**src/rtl/dual_port_data_memory.sv**
```systemverilog
// Two-port word-addressed data memory: combinational reads, synchronous writes,
// synchronous reset that clears every word. Port 2 wins on a same-word write collision.
module dual_port_data_memory #(
    parameter int unsigned DEPTH = 32,
    parameter int unsigned WIDTH = 32
) (
    input  logic             clk_i,
    input  logic             rst_i,
    input  logic [31:0]      addr_1,
    input  logic [WIDTH-1:0] data_1,
    input  logic             MemRead_1,
    input  logic             MemWrite_1,
    output logic [WIDTH-1:0] data_o1,
    input  logic [31:0]      addr_2,
    input  logic [WIDTH-1:0] data_2,
    input  logic             MemRead_2,
    input  logic             MemWrite_2,
    output logic [WIDTH-1:0] data_o2
);

    localparam int unsigned IdxW = (DEPTH > 1) ? $clog2(DEPTH) : 1;
    localparam logic [31:0] AddrLimit = 32'(4 * DEPTH);

    logic [WIDTH-1:0] memory [DEPTH];

    logic            in_range_1, in_range_2;
    logic [IdxW-1:0] idx_1, idx_2;

    // The full address feeds the range check; only the word bits select the entry.
    assign in_range_1 = (addr_1 < AddrLimit);
    assign in_range_2 = (addr_2 < AddrLimit);
    assign idx_1      = addr_1[IdxW+1:2];
    assign idx_2      = addr_2[IdxW+1:2];

    always_comb begin
        data_o1 = '0;
        if (MemRead_1 && in_range_1) begin
            data_o1 = memory[idx_1];
        end
    end

    always_comb begin
        data_o2 = '0;
        if (MemRead_2 && in_range_2) begin
            data_o2 = memory[idx_2];
        end
    end

    // Port 2 is assigned last so it takes precedence on a same-word collision.
    always_ff @(posedge clk_i) begin
        if (rst_i) begin
            for (int i = 0; i < int'(DEPTH); i++) begin
                memory[i] <= '0;
            end
        end else begin
            if (MemWrite_1 && in_range_1) begin
                memory[idx_1] <= data_1;
            end
            if (MemWrite_2 && in_range_2) begin
                memory[idx_2] <= data_2;
            end
        end
    end

endmodule

```
**config.mk**
```make
export PLATFORM = sky130hd
export DESIGN_NAME = dual_port_data_memory
export DESIGN_NICKNAME = d
export VERILOG_FILES = /design/src/rtl/dual_port_data_memory.sv
export SDC_FILE = /design/constraint.sdc
export NUM_CORES = 2
export LEC_CHECK = 0
export ABC_AREA = 1
export BUFFER_PORTS_ARGS = -buffer_cell sky130_fd_sc_hd__buf_2
export CAP_MARGIN = 20
export CORE_MARGIN = 3
export CORE_UTILIZATION = 25
export CTS_CLUSTER_DIAMETER = 50
export DETAILED_ROUTE_END_ITERATION = 12
export MAX_ROUTING_LAYER = met4
export PLACE_DENSITY = 0.46
export SYNTH_ARGS = -nofsm -noshare
export SYNTH_HDL_FRONTEND = slang
export SYNTH_SLANG_ARGS = --single-unit
export TNS_END_PERCENT = 100
```
**constraint.sdc**
```tcl
create_clock -name clk_i -period 3.6 [get_ports clk_i]
set_clock_uncertainty 0.1 [all_clocks]
set_input_delay 0 -clock clk_i [delete_from_list [all_inputs] [get_ports clk_i]]
set_output_delay 0 -clock clk_i [all_outputs]
set_load 0.1 [all_outputs]
```
# Word level (Yosys, flattened, before mapping)
# Memory sizes are Yosys's and may differ from the RTL's.
# Index checks and enable logic that the tools add are counted.
# totals
n_memories	1
mem_bits_rw	1024
out_inout_bits	64
elab_cells	25
register_bits	0
input_bits	134
# classes
mux	16
reduce_logical	6
n_lt_le_gt_ge	2
# memory_table
name	depth	word_bits	read_ports	rd_ports_with_merged_regs	write_ports	line	rtl
memory	32	32	2	0	32	24	logic [WIDTH-1:0] memory [DEPTH];
# op_table
cell	n
2-to-1 mux 32 bit	4
< comparator 32 x 8 -> 1 bit (second input constant)	2
OR reduction 32 bit	2
2-to-1 mux 1 bit	10
2-to-1 mux 5 bit	2
logical AND 1 bit	4

# Longest topological paths before layout
# depth
ltp_word	7
ltp_mapped	13
mapped_depth_nobuf	10

# Worst setup path after synthesis
# Ideal clock, no wire load.
# synth_timing
path_kind	input -> output
from	in addr_1[2]
to	out data_o1[30]
arrival_ns	3.189
setup_slack_ns	0.311
cell_stages	11
required_time_ns	3.500
path_buffers	3
cell_sequence	buf_4 -> clkbuf_1 -> clkbuf_1 -> nand2_1 -> nand2_1 -> nand2_1 -> nand2_1 -> nand2_1 -> nand2_1 -> nor2_1 -> a21boi_0
# synth_via
elab_chain_cells	3
elab_cells_between_ends	4
cone_classes	order compare: 1; mux: 1; reduce/logical: 1; memory: 1
# synth_lines
item	line	rtl
start: declaration	9	input logic [31:0] addr_1,
< comparator 32 x 8 -> 1 bit	30	assign in_range_1 = (addr_1 < AddrLimit);
logical AND 1 bit	37	if (MemRead_1 && in_range_1) begin
2-to-1 mux 32 bit (*)	37	
end: declaration	13	output logic [WIDTH-1:0] data_o1,
# Every way passes the cells marked *; elsewhere a longest branch is shown, timed or not.

# Worst setup path in the final report
# layout_timing
from	in addr_2[9]
to	out data_o2[10]
# layout_via
elab_chain_cells	3
# layout_lines
item	line	rtl
start: declaration	14	input logic [31:0] addr_2,
< comparator 32 x 8 -> 1 bit	31	assign in_range_2 = (addr_2 < AddrLimit);
logical AND 1 bit	44	if (MemRead_2 && in_range_2) begin
2-to-1 mux 32 bit	44	
end: declaration	18	output logic [WIDTH-1:0] data_o2
# No other way between the ends.

==> flow_summary_export.csv <==
group,metric,value,unit
status,outcome,"completed",
layout,drive_above_1_share,9.18,%
detailed_routing,drtPass1Iterations,9,
timing,holdWs,0.0306,ns
timing,finalHoldViolCount,0,
detailed_routing,drc,0,
clock_tree,cts.sinks,1024,
grt,grt-ovfl-total,0,
layout,largest_reg_flops,1024,
worst_setup_path,worstPathRequired,3.50,ns
timing,worst_slew_pin_slew,1.28,ns
grt,grt_max_degree,173,
logic_synthesis,synth.distinct_cells,23,
floorplan,rows,195,
layout,largest-register,"memory",
worst_hold_path,worstHoldPathCells,6,
grt,antenna_found_initial,10,
detailed_routing,drt-total-wl,388000,µm
floorplan,boundaryPins,198,
worst_hold_path,hold_end,"memory[20][19]",
timing,finalSetupViolCount,0,
clock_tree,cts_tree,"done",
detailed_routing,vias,77700,
layout,layout.cells.most_common,"nand2_1",
logic_synthesis,synth-seq-cells,1024,
worst_hold_path,min-delay-path-class,"in -> reg",
clock_tree,clk_pin_slew_worst_paths,0.06,ns
logic_synthesis,synthTopCellsByArea,"edfxtp_1 43%, nand2_1 20%, nand4_1 9.6%, nand3_1 7.5%, o21ai_0 4.4%",
logic_synthesis,ys_warn_count,0,
logic_synthesis,syn_inst,10300,
place,port_buffers,193,
worst_setup_path,cp.arrival,3.05,ns
layout,final_cell_mix,"3,746 x nand2_1, 1,087 x nand4_1, 1,058 x nand3_1",
clock_tree,root_buffer,"clkbuf_16",
logic_synthesis,synth_area,0.0711,mm²
power,vdd_ir_drop_max,0.471,mV
timing,rsz0062_at_grt,"false",
worst_hold_path,min_from,"addr_2[4]",
layout,nNetsFinal,10100,
detailed_routing,viasPerCell,5.59,
floorplan,initial_core_util,25.2,%
timing,fin_crit,3.15,ns
worst_setup_path,end_kind,"output port",
floorplan,coreArea,0.283,mm²
place,globalplace.congestion,0.955,
worst_setup_path,startpoint_type,"input pin",
detailed_routing,drt_iter0_markers,9808,
grt,grt_usage,26.3,%
place,hpwl,242000,µm
clock_tree,numCtsBuffers,170,
layout,area_delta_synth_final,18.6,%
flow_run,drv_cap,0,
power,power_density,424,mW/mm²
layout,final_cell_area,0.0843,mm²
logic_synthesis,syn-num-nets,10400,
timing,drv_slew,0,
place,place_area,0.0774,mm²
grt,grt_pass1_wl,545000,µm
logic_synthesis,netlist.area_leader.share,43.3,%
logic_synthesis,ys_seq_area_share,43.3,%
timing,fmax,318,MHz
layout,reg_top3,"memory x1024",
logic_synthesis,synth_area_leader_cell,"edfxtp_1",
clock_tree,cts_max_level,4,
floorplan,die_w,539,µm
detailed_routing,ant_nets,0,
power,p_leak,0.0374,µW
floorplan,die-area,0.291,mm²
detailed_routing,drt-wirelength-per-cell,27.9,µm
worst_setup_path,path_max_fanout,40,
timing,relSlewSlack,14.4,%
worst_setup_path,path_class,"in -> out",
clock_tree,cts_buffer_depth,3,
logic_synthesis,avgSynthCellArea,6.93,µm²
floorplan,die_h,539,µm
timing,timing.final.crit_share,87.5,%
grt,grt_pass1_vias,72100,
==> logic make-up after synthesis <==
group                  share of synthesized area [%]
AO/OA/AOI/OAI                                   6.86
flip-flops                                      43.3
buffers and inverters                           9.10
AND/OR/NAND/NOR                                 40.8
==> metal layers <==
metal	vias up	part of all wire, %	global-route usage [%]
met2	4751	44	39.0
met3	963	9.7	4.50
met1	37800	39	32.8
met5	-	0	-
li1	34200	-	-
met4	0	7.8	17.4
==> cells in the mapped netlist (all sizes together) <==
cell / instances
o21ai: 630
clkinv: 1
nor2: 697
a21boi: 1
and2: 1
or2: 1
nor3: 8
a21oi: 295
buf: 316
nand3: 1069
nand2: 3750
inv: 581
clkbuf: 769
o211ai: 32
edfxtp: 1024
nand4: 1088
==> per-stage QoR <==
step | util, % | setup WS [ns] | instances | total power (µW) | setup TNS [ns]
3_3_place_gp | 27.4 | -0.116 | 13500 | 18500 | -0.116
3_5_place_dp | 27.4 | 0.616 | 13500 | 18600 | 0
6_report | 29.8 | 0.452 | 13900 | 35700 | 0
4_1_cts | 29.8 | 0.360 | 13900 | 35700 | 0
5_1_grt | 29.8 | 0.317 | 13900 | 36700 | 0
2_1_floorplan | - | 0.311 | 10300 | 16500 | 0
==> power by group <==
group          leakage [µW]  switching (µW)  internal (µW)  total (µW)
clock network       0.00279            6610          10600       17200
logic                0.0249            3590           1010        4590
registers           0.00972             236          13700       13900
total                0.0374           10400          25300       35700
==> critical path, stage by stage <==
cell and delay [ns]:
dlygate4sd3_1 0.52, buf_2 0.11, nor2_1 0.07, nand2_1 0.05, nor2_1 0.10, nand2_1 0.09
nor2_4 0.13, buf_12 0.19, buf_12 0.26, nand2_1 0.11, inv_1 0.11, buf_12 0.26
nand2_1 0.23, nor2_1 0.48, buf_12 0.25
==> final cells by class <==
cell class                      instances  area (µm²)
Fill cell                           30300      198000
Multi-Input combinational cell       7572       34300
Sequential cell                      1024       30700
Timing Repair Buffer                  654        6510
Tap cell                             3743        4680
Clock buffer                          198        4440
Inverter                              582        2200
Clock inverter                        111        1340
Antenna cell                           11        27.5
==> worst max-delay path by stage <==
stage | slack (ns) | startpoint | to | cells past startpoint
CTS | 0.36 | addr_2[9] | data_o2[10] | 15
global route | 0.32 | addr_2[9] | data_o2[10] | 15
floorplan | 0.31 | addr_1[2] | data_o1[30] | 11
finish | 0.45 | addr_2[9] | data_o2[10] | 15
global placement | -0.12 | addr_1[5] | data_o1[30] | 11
detailed placement | 0.62 | addr_2[3] | memory[26][6] | 8
==> what timing repair did <==
| action | 4_1_cts | 5_1_grt |
|---|---|---|
| setup buffers | 0 | 0 |
| hold buffers | 99 | 0 |
| endpoints found under the hold margin | 910 | 0 |
| gates resized for setup | 0 | 0 |
No activity file was read; power rests on OpenSTA's default activity.
